<file path="config.mk">
export PLATFORM = sky130hd
export DESIGN_NAME = fetch_aligner
export DESIGN_NICKNAME = d
export VERILOG_FILES = /design/src/rtl/fetch_aligner.sv
export SDC_FILE = /design/constraint.sdc
export NUM_CORES = 1
export LEC_CHECK = 0
export BUFFER_PORTS_ARGS = -buffer_cell sky130_fd_sc_hd__buf_2
export CAP_MARGIN = 20
export CORE_ASPECT_RATIO = 1.75
export CORE_UTILIZATION = 45
export CTS_BUF_LIST = sky130_fd_sc_hd__clkbuf_8
export CTS_CLUSTER_SIZE = 30
export DETAILED_ROUTE_END_ITERATION = 16
export PLACE_DENSITY = 0.83
export SLEW_MARGIN = 20
export SYNTH_ARGS = -nofsm -noshare
export SYNTH_HDL_FRONTEND = slang
export SYNTH_SLANG_ARGS = --single-unit
</file>
<file path="constraint.sdc">
create_clock -name clk -period 2.2 [get_ports clk]
set_input_delay 0.11 -clock clk [delete_from_list [all_inputs] [get_ports clk]]
set_output_delay 0.11 -clock clk [all_outputs]
set_load 0.05 [all_outputs]
</file>
<file path="src/rtl/fetch_aligner.sv">
// Realigns a word-aligned fetch stream into 16/32-bit instructions for the decoder.
// Define FETCH_ALIGNER_RVC_EN for halfword alignment; undefined gives a one-word pass-through.
`timescale 1ns/1ps
module fetch_aligner #(
    parameter logic [31:0] RESET_PC = 32'h0000_0000
) (
    input  logic        clk,
    input  logic        rst,
    input  logic [31:0] fetch_data,
    input  logic        fetch_valid,
    output logic        fetch_ready,
    input  logic        flush,
    input  logic [31:0] redirect_pc,
    output logic [31:0] ins,
    output logic [31:0] ins_pc,
    output logic        ins_valid,
    input  logic        ins_ready
);
    logic [31:0] pc_q;
    logic [31:0] pc_d;
    logic [1:0]  count_q;
    logic [1:0]  count_d;
    logic        push;
    logic        pop;

    assign ins_pc = pc_q;
    assign push   = fetch_valid && fetch_ready;
    assign pop    = ins_valid && ins_ready;

`ifdef FETCH_ALIGNER_RVC_EN
    localparam int unsigned HW_W  = 16;
    localparam int unsigned DEPTH = 3;

    logic [HW_W-1:0] hw_q [DEPTH];
    logic [HW_W-1:0] hw_d [DEPTH];
    logic            discard_q;
    logic            compressed;
    logic [1:0]      pop_n;
    logic [1:0]      push_n;
    logic [1:0]      rem;
    logic [HW_W-1:0] first_hw;

    assign compressed  = hw_q[0][1:0] != 2'b11;
    assign fetch_ready = (count_q <= 2'd1) && !rst;
    assign ins_valid   = ((count_q >= 2'd1) && compressed) || (count_q >= 2'd2);

    always_comb begin
        ins = '0;
        if (ins_valid) begin
            ins = compressed ? {16'h0, hw_q[0]} : {hw_q[1], hw_q[0]};
        end
    end

    assign pop_n    = pop ? (compressed ? 2'd1 : 2'd2) : 2'd0;
    assign push_n   = push ? (discard_q ? 2'd1 : 2'd2) : 2'd0;
    assign rem      = count_q - pop_n;
    assign first_hw = discard_q ? fetch_data[31:16] : fetch_data[15:0];

    // Shift out popped halfwords, then append the accepted word behind the survivors.
    always_comb begin
        case (pop_n)
            2'd1:    hw_d = '{hw_q[1], hw_q[2], hw_q[2]};
            2'd2:    hw_d = '{hw_q[2], hw_q[2], hw_q[2]};
            default: hw_d = hw_q;
        endcase
        for (int i = 0; i < int'(DEPTH); i++) begin
            if (push && 2'(i) == rem) begin
                hw_d[i] = first_hw;
            end else if (push && !discard_q && 2'(i) == rem + 2'd1) begin
                hw_d[i] = fetch_data[31:16];
            end
        end
    end

    always_comb begin
        count_d = rem + push_n;
        pc_d    = pop ? pc_q + (compressed ? 32'd2 : 32'd4) : pc_q;
    end

    always_ff @(posedge clk) begin
        if (rst) begin
            count_q   <= 2'd0;
            pc_q      <= RESET_PC;
            discard_q <= 1'b0;
        end else if (flush) begin
            count_q   <= 2'd0;
            pc_q      <= {redirect_pc[31:1], 1'b0};
            discard_q <= redirect_pc[1];
        end else begin
            count_q   <= count_d;
            pc_q      <= pc_d;
            discard_q <= discard_q && !push;
        end
    end

    // Halfword storage needs no reset: count gates every use.
    always_ff @(posedge clk) begin
        hw_q <= hw_d;
    end
`else
    logic [31:0] word_q;
    logic        unused_redirect;

    assign unused_redirect = ^redirect_pc[1:0];
    assign fetch_ready     = (count_q == 2'd0) && !rst;
    assign ins_valid       = count_q != 2'd0;
    assign ins             = ins_valid ? word_q : '0;

    always_comb begin
        count_d = count_q;
        if (push) begin
            count_d = 2'd1;
        end else if (pop) begin
            count_d = 2'd0;
        end
        pc_d = pop ? pc_q + 32'd4 : pc_q;
    end

    always_ff @(posedge clk) begin
        if (rst) begin
            count_q <= 2'd0;
            pc_q    <= RESET_PC;
        end else if (flush) begin
            count_q <= 2'd0;
            pc_q    <= {redirect_pc[31:2], 2'b00};
        end else begin
            count_q <= count_d;
            pc_q    <= pc_d;
        end
    end

    always_ff @(posedge clk) begin
        if (push) begin
            word_q <= fetch_data;
        end
    end
`endif
endmodule
</file>
==> results of run 1 <==
-- final cells by class --
type / instances / area [um^2] / share of cell area [%]
sequential: 63 / 1580 / 35.4
clock buffer: 11 / 151 / 3.39
clock inverter: 5 / 80.1 / 1.79
multi-input combinational: 225 / 1450 / 32.5
timing repair buffer: 174 / 1060 / 23.8
inverter: 9 / 33.8 / 0.756
tap: 84 / 105 / 2.35
-- cells in the final DEF, fill, tap and decap left out, drive strengths merged, types with 6 or more instances in the layout --
master / synthesis / routed
a311oi: 6 / 6
clkbuf: 13 / 11
a2111oi: 6 / 6
nor2: 27 / 27
buf: 9 / 141
nand2: 26 / 26
and4: 7 / 7
inv: 8 / 8
a211oi: 12 / 12
xnor2: 6 / 6
edfxtp: 32 / 32
o31ai: 7 / 7
nand4: 15 / 15
nor4: 10 / 10
dfxtp: 31 / 31
dlygate4sd3: 0 / 33
and2: 36 / 36
nand3: 12 / 12
nor3: 9 / 9
-- cells by family after synthesis --
logic type	after synthesis	share of synthesized area, %
simple gates	159	28.4
flops	63	50.1
compound gates	51	13.4
buf+inv	31	4.28
xor+xnor	11	3.05
fa+ha+maj	1	0.396
other cells	1	0.119
mux	1	0.317
-- flip-flops by register name, indices dropped and copies added (netlist names) --
signal / count
word_q: 32
ins_pc: 30
count_q: 1
-- per-stage QoR --
stage | power, W | utilization, %
6_report | 0.00308 | 65.6
3_3_place_gp | 0.00188 | 57.4
2_1_floorplan | 0.00173 | -
4_1_cts | 0.00308 | 65.5
3_5_place_dp | 0.00189 | 57.4
5_1_grt | 0.00320 | 65.6
-- final timing paths --
kind	startpoint	end	slack [ns]	cells after the start
worst max-delay path	ins_pc[14]	ins_pc[25]	0.19	4
worst min register to register	ins_pc[15]	ins_pc[15]	0.57	2
worst min-delay path	redirect_pc[24]	ins_pc[24]	0.02	3
worst max register to register	ins_pc[14]	ins_pc[25]	0.19	4
-- power groups by stage --
| stage | Combinational [W] | Clock, W | Sequential (W) |
|---|---|---|---|
| floorplan | 0.000215 | 0 | 0.00152 |
| global placement | 0.000491 | 0 | 0.00139 |
| detailed placement | 0.000501 | 0 | 0.00139 |
| CTS | 0.000548 | 0.00117 | 0.00137 |
| global route | 0.000589 | 0.00123 | 0.00138 |
| finish | 0.000551 | 0.00116 | 0.00137 |
-- worst register-to-register path, cell delays in order, from the launching register on --
cell and delay, ns:
dfxtp_1 0.45, and3_1 0.31, nand4_2 0.32, or4_1 0.57, a311oi_1 0.27
-- synth_stat cells (all sizes together) (4+ instances only) --
master | count | share of area, %
nor4 | 10 | 2.0
xnor2 | 6 | 1.7
a21oi | 4 | 0.63
o31ai | 7 | 1.7
nand4 | 15 | 3.6
clkbuf | 13 | 1.6
and4 | 7 | 2.0
a211oi | 12 | 2.9
nor2 | 27 | 3.2
a311oi | 6 | 1.7
nor3 | 9 | 1.4
dfxtp | 31 | 20
edfxtp | 32 | 30
and2 | 36 | 7.1
and3 | 4 | 0.79
or4 | 5 | 1.2
nand3 | 12 | 1.9
buf | 9 | 1.6
nand2 | 26 | 3.1
a2111oi | 6 | 2.5
inv | 8 | 0.95
xor2 | 5 | 1.4
-- routing by layer --
metal	global-route usage (%)	vias to the layer above	share of wire, %
li1	-	1518	-
met1	28.0	1489	36
met2	49.3	156	55
met3	4.74	18	6.2
met4	13.2	0	2.6
met5	0	-	0
==> flow_metrics.env, run 1 <==
export IMPL_status="complete, no violations"
export IMPL_wirelength_um=9270
export IMPL_routedWlPerCell_um=16.2
export IMPL_grt_pass1_wl_um=14700
export IMPL_antenna_cells=0
export IMPL_finalSetupTns_ns=0
export IMPL_hpwl_um=6160
export IMPL_synth_edf_count=32
export IMPL_placed_cells=522
export IMPL_skew_ns=0.00855
export IMPL_synth_seq_area_share_pct=50.1
export IMPL_grt_usage_pct=26.7
export IMPL_cp_end_kind="register"
export IMPL_grt_ovfl_total=0
export IMPL_grt_max_degree=41
export IMPL_postSynthAreaPerCell_um2=9.93
export IMPL_drive_gt1_share_pct=34.5
export IMPL_yosysWarnings=0
export IMPL_swShare_pct=29.0
export IMPL_synth_cells=318
export IMPL_tritoncts="yes"
export IMPL_synthFlopType="edfxtp_1"
export IMPL_tightestPinTransition_ns=0.785
export IMPL_die_w_um=65.3
export IMPL_cts_resized=0
export IMPL_root_buffer="clkbuf_8"
export IMPL_maxCapViolCount=0
export IMPL_setup_ws_ns=0.191
export IMPL_first_global_vias=3109
export IMPL_crit_chain="and3_1, nand4_2, or4_1, a311oi_1"
export IMPL_postRouteAntennaNets=0
export IMPL_yosys_register_bits=63
export IMPL_io_pins=135
export IMPL_min_path_type="primary input to register"
export IMPL_layoutNonFillerInstCount=571
export IMPL_start_kind="register"
export IMPL_slew_viol_final=0
export IMPL_cp_required_ns=2.46
export IMPL_post_cts_buffers=0
export IMPL_dr_first_iter_drc_count=234
export IMPL_switching_power_w=0.000895
export IMPL_intPower_w=0.00219
export IMPL_cpPeakStageDelay_ns=0.56
export IMPL_io_buffers=130
export IMPL_path_buf_inv=0
export IMPL_ir_worst_vdd_v=0.000396
export IMPL_rows=40
export IMPL_setup_violations=0
export IMPL_critical_path_class="register to register"
export IMPL_post_route_drc_count=0
export IMPL_start_util_pct=46.4
export IMPL_holdWs_ns=0.0212
export IMPL_crit_family="simple AND/OR/NAND/NOR gates"
export IMPL_clkSinkCount=63
export IMPL_critPathSlowestCell="or4_1"
export IMPL_p_leak_nw=1.88
export IMPL_final_area_um2=4470
export IMPL_ys_async_sr_fraction_pct=0
export IMPL_relSlewSlack_pct=47.6
export IMPL_core_um2=6810
export IMPL_fin_crit_sh_pct=91.3
export IMPL_syn_area_um2=3160
export IMPL_pwr_share_seq_pct=44.4
export IMPL_yosysUniqueCellTypes=54
export IMPL_routabilityCongestion=0.845
export IMPL_drt_pass1_iter_count=5
export IMPL_pre_cts_ws_ns=0.246
export IMPL_postPlaceCellArea_um2=3910
export IMPL_cts_hold_buffers=32
export IMPL_synthToLayoutAreaGrowth_pct=41.4
export IMPL_cts_buffer_depth=2
export IMPL_grt_antenna_before_repair=0
export IMPL_clockPowerShare_pct=37.7
export IMPL_cts_buffers=9
export IMPL_p_per_area_nw_per_um2=690
export IMPL_finalHoldViolCount=0
export IMPL_path_max_fanout=11
export IMPL_clkTransAtPathRegs_ns=0.07
export IMPL_via_count=3181
export IMPL_nets=552
export IMPL_viasPerCell=5.57
export IMPL_p_comb_share_pct=17.9
export IMPL_arrival_ns=2.27
export IMPL_nFillCells=535
export IMPL_rsz0062_at_grt="false"
export IMPL_htree_levels=3
export IMPL_die_h_um=113
export IMPL_worstSkewPairLatency_ns=0.35
export IMPL_period_minus_slack_ns=2.01
export IMPL_die_area_um2=7370
export IMPL_timing_fmax_mhz=498
Power figures use the tool's default switching activity.
==> run 2, diff against run 1 <==
==> constraint.sdc (replaced) <==
create_clock -name clk -period 2.2 [get_ports clk]
set_input_delay 0.11 -clock clk [delete_from_list [all_inputs] [get_ports clk]]
set_output_delay 0.11 -clock clk [all_outputs]
set_load 0.1 [all_outputs]
==> run 2 against run 1 <==
Against the previous run: clock power decreased by 29%; highest routed layer unchanged; sequential share of layout area up 1.2 points; non-clock buffer count decreased by 4; worst hold slack improved by 0.00080 ns; critical path depth unchanged; largest power group unchanged; maximum frequency grew 3.5%; sequential cell count stayed put; final area decreased by 1.5%; clock skew decreased by 0.0030 ns; die area did not move; via count decreased by 1.2%; cell count fell by 0.70%.
==> flow_metrics.env, run 2 (synthesis results as in run 1) <==
export IMPL_slew_viol_final=0
export IMPL_regMostFlops="word_q"
export IMPL_switching_power_w=0.00106
export IMPL_mostFrequentLayoutCells="130 x buf_2, 34 x and2_1, 32 x dlygate4sd3_1, 32 x edfxtp_1"
export IMPL_htree_levels=3
export IMPL_die_h_um=113
export IMPL_synthToLayoutAreaGrowth_pct=39.2
export IMPL_status="complete, no violations"
export IMPL_placed_cells=519
export IMPL_start_util_pct=46.4
export IMPL_setup_violations=0
export IMPL_grt_usage_pct=24.6
export IMPL_worstSkewPairLatency_ns=0.34
export IMPL_finalHoldViolCount=0
export IMPL_nFillCells=569
export IMPL_start_kind="register"
export IMPL_maxCapViolCount=0
export IMPL_critPathSlowestCell="or4_1"
export IMPL_period_minus_slack_ns=1.94
export IMPL_core_um2=6810
export IMPL_swShare_pct=35.6
export IMPL_clkTransAtPathRegs_ns=0.06
export IMPL_finalSetupTns_ns=0
export IMPL_timing_fmax_mhz=515
export IMPL_holdWs_ns=0.0220
export IMPL_cp_end_kind="register"
export IMPL_cp_required_ns=2.44
export IMPL_drive_gt1_share_pct=38.1
export IMPL_postPlaceCellArea_um2=3920
export IMPL_intPower_w=0.00191
export IMPL_p_comb_share_pct=25.6
export IMPL_grt_pass1_wl_um=13800
export IMPL_wirelength_um=8780
export IMPL_fin_crit_sh_pct=88.2
export IMPL_io_buffers=130
export IMPL_die_area_um2=7370
export IMPL_nets=548
export IMPL_grt_ovfl_total=0
export IMPL_ir_worst_vdd_v=0.000480
export IMPL_rsz0062_at_grt="false"
export IMPL_critical_path_class="register to register"
export IMPL_cpPeakStageDelay_ns=0.60
export IMPL_pwr_share_seq_pct=46.5
export IMPL_post_route_drc_count=0
export IMPL_io_pins=135
export IMPL_layout_commonest_cell="buf_2"
export IMPL_die_w_um=65.3
export IMPL_rows=40
export IMPL_largest_reg_flops=32
export IMPL_postRouteAntennaNets=0
export IMPL_tightestPinTransition_ns=0.830
export IMPL_dr_first_iter_drc_count=167
export IMPL_grt_antenna_before_repair=0
export IMPL_routabilityCongestion=0.950
export IMPL_clkSinkCount=63
export IMPL_layoutNonFillerInstCount=567
export IMPL_p_per_area_nw_per_um2=675
export IMPL_path_max_fanout=12
export IMPL_hpwl_um=6110
export IMPL_routedWlPerCell_um=15.5
export IMPL_relSlewSlack_pct=44.7
export IMPL_crit_family="simple AND/OR/NAND/NOR gates"
export IMPL_first_global_vias=2974
export IMPL_cts_buffers=9
export IMPL_root_buffer="clkbuf_8"
export IMPL_skew_ns=0.00554
export IMPL_antenna_cells=0
export IMPL_via_count=3144
export IMPL_grt_max_degree=41
export IMPL_p_leak_nw=1.85
export IMPL_final_area_um2=4400
export IMPL_tritoncts="yes"
export IMPL_cts_buffer_depth=2
export IMPL_arrival_ns=2.18
export IMPL_crit_chain="and3_1, nand2_1, or4_1, a311oi_1"
export IMPL_clockPowerShare_pct=27.9
export IMPL_drt_pass1_iter_count=4
export IMPL_viasPerCell=5.54
export IMPL_path_buf_inv=0
export IMPL_min_path_type="primary input to register"
==> run 2: through the flow <==
stage / total power, W / util [%] / setup WS (ns)
after floorplan: 0.00196 / - / 0.0201
after global placement: 0.00210 / 57.6 / 0.331
after detailed placement: 0.00212 / 57.6 / 0.272
after CTS: 0.00299 / 64.6 / 0.248
after global routing: 0.00309 / 64.6 / 0.140
final: 0.00297 / 64.6 / 0.260
==> run 2: worst min-delay path: stages <==
cell and delay, ns:
buf_2 0.10, nand2_1 0.06, a21oi_1 0.05
==> run 2: final timing paths <==
path	from	to	slack [ns]	cells past startpoint
worst max-delay path	ins_pc[4]	ins_pc[15]	0.26	4
worst min-delay path	redirect_pc[2]	ins_pc[2]	0.02	3
worst max register to register	ins_pc[4]	ins_pc[15]	0.26	4
worst min register to register	ins_pc[3]	ins_pc[3]	0.52	2
==> run 2: area by class of cell <==
type,count,area (um^2),share of cell area (%)
Tap cell,84,105,2.39
Clock buffer,10,138,3.13
Inverter,9,33.8,0.768
Sequential cell,63,1610,36.6
Timing Repair Buffer,170,1030,23.4
Multi-Input combinational cell,225,1460,33.1
Clock inverter,6,23.8,0.540
==> run 2: per-layer routing <==
layer | GRT usage, % | routed length (um) | vias up
li1 | - | - | 1513
met1 | 25.2 | 3200 | 1444
met2 | 43.9 | 4670 | 153
met3 | 6.55 | 548 | 34
met4 | 13.0 | 364 | 0
met5 | 0 | 0 | -
==> run 2: repair_timing <==
item                      4_1_cts  5_1_grt
gates resized for setup         0        0
hold buffers                   32        0
hold endpoints to repair       32        0
buffers inserted                0        0
==> run 2: power groups by stage <==
stage / logic, W / clock network [W] / registers [W]
after floorplan: 0.000289 / 0 / 0.00167
after global placement: 0.000705 / 0 / 0.00140
after detailed placement: 0.000715 / 0 / 0.00140
after CTS: 0.000761 / 0.000848 / 0.00138
after global routing: 0.000794 / 0.000906 / 0.00139
final: 0.000761 / 0.000827 / 0.00138
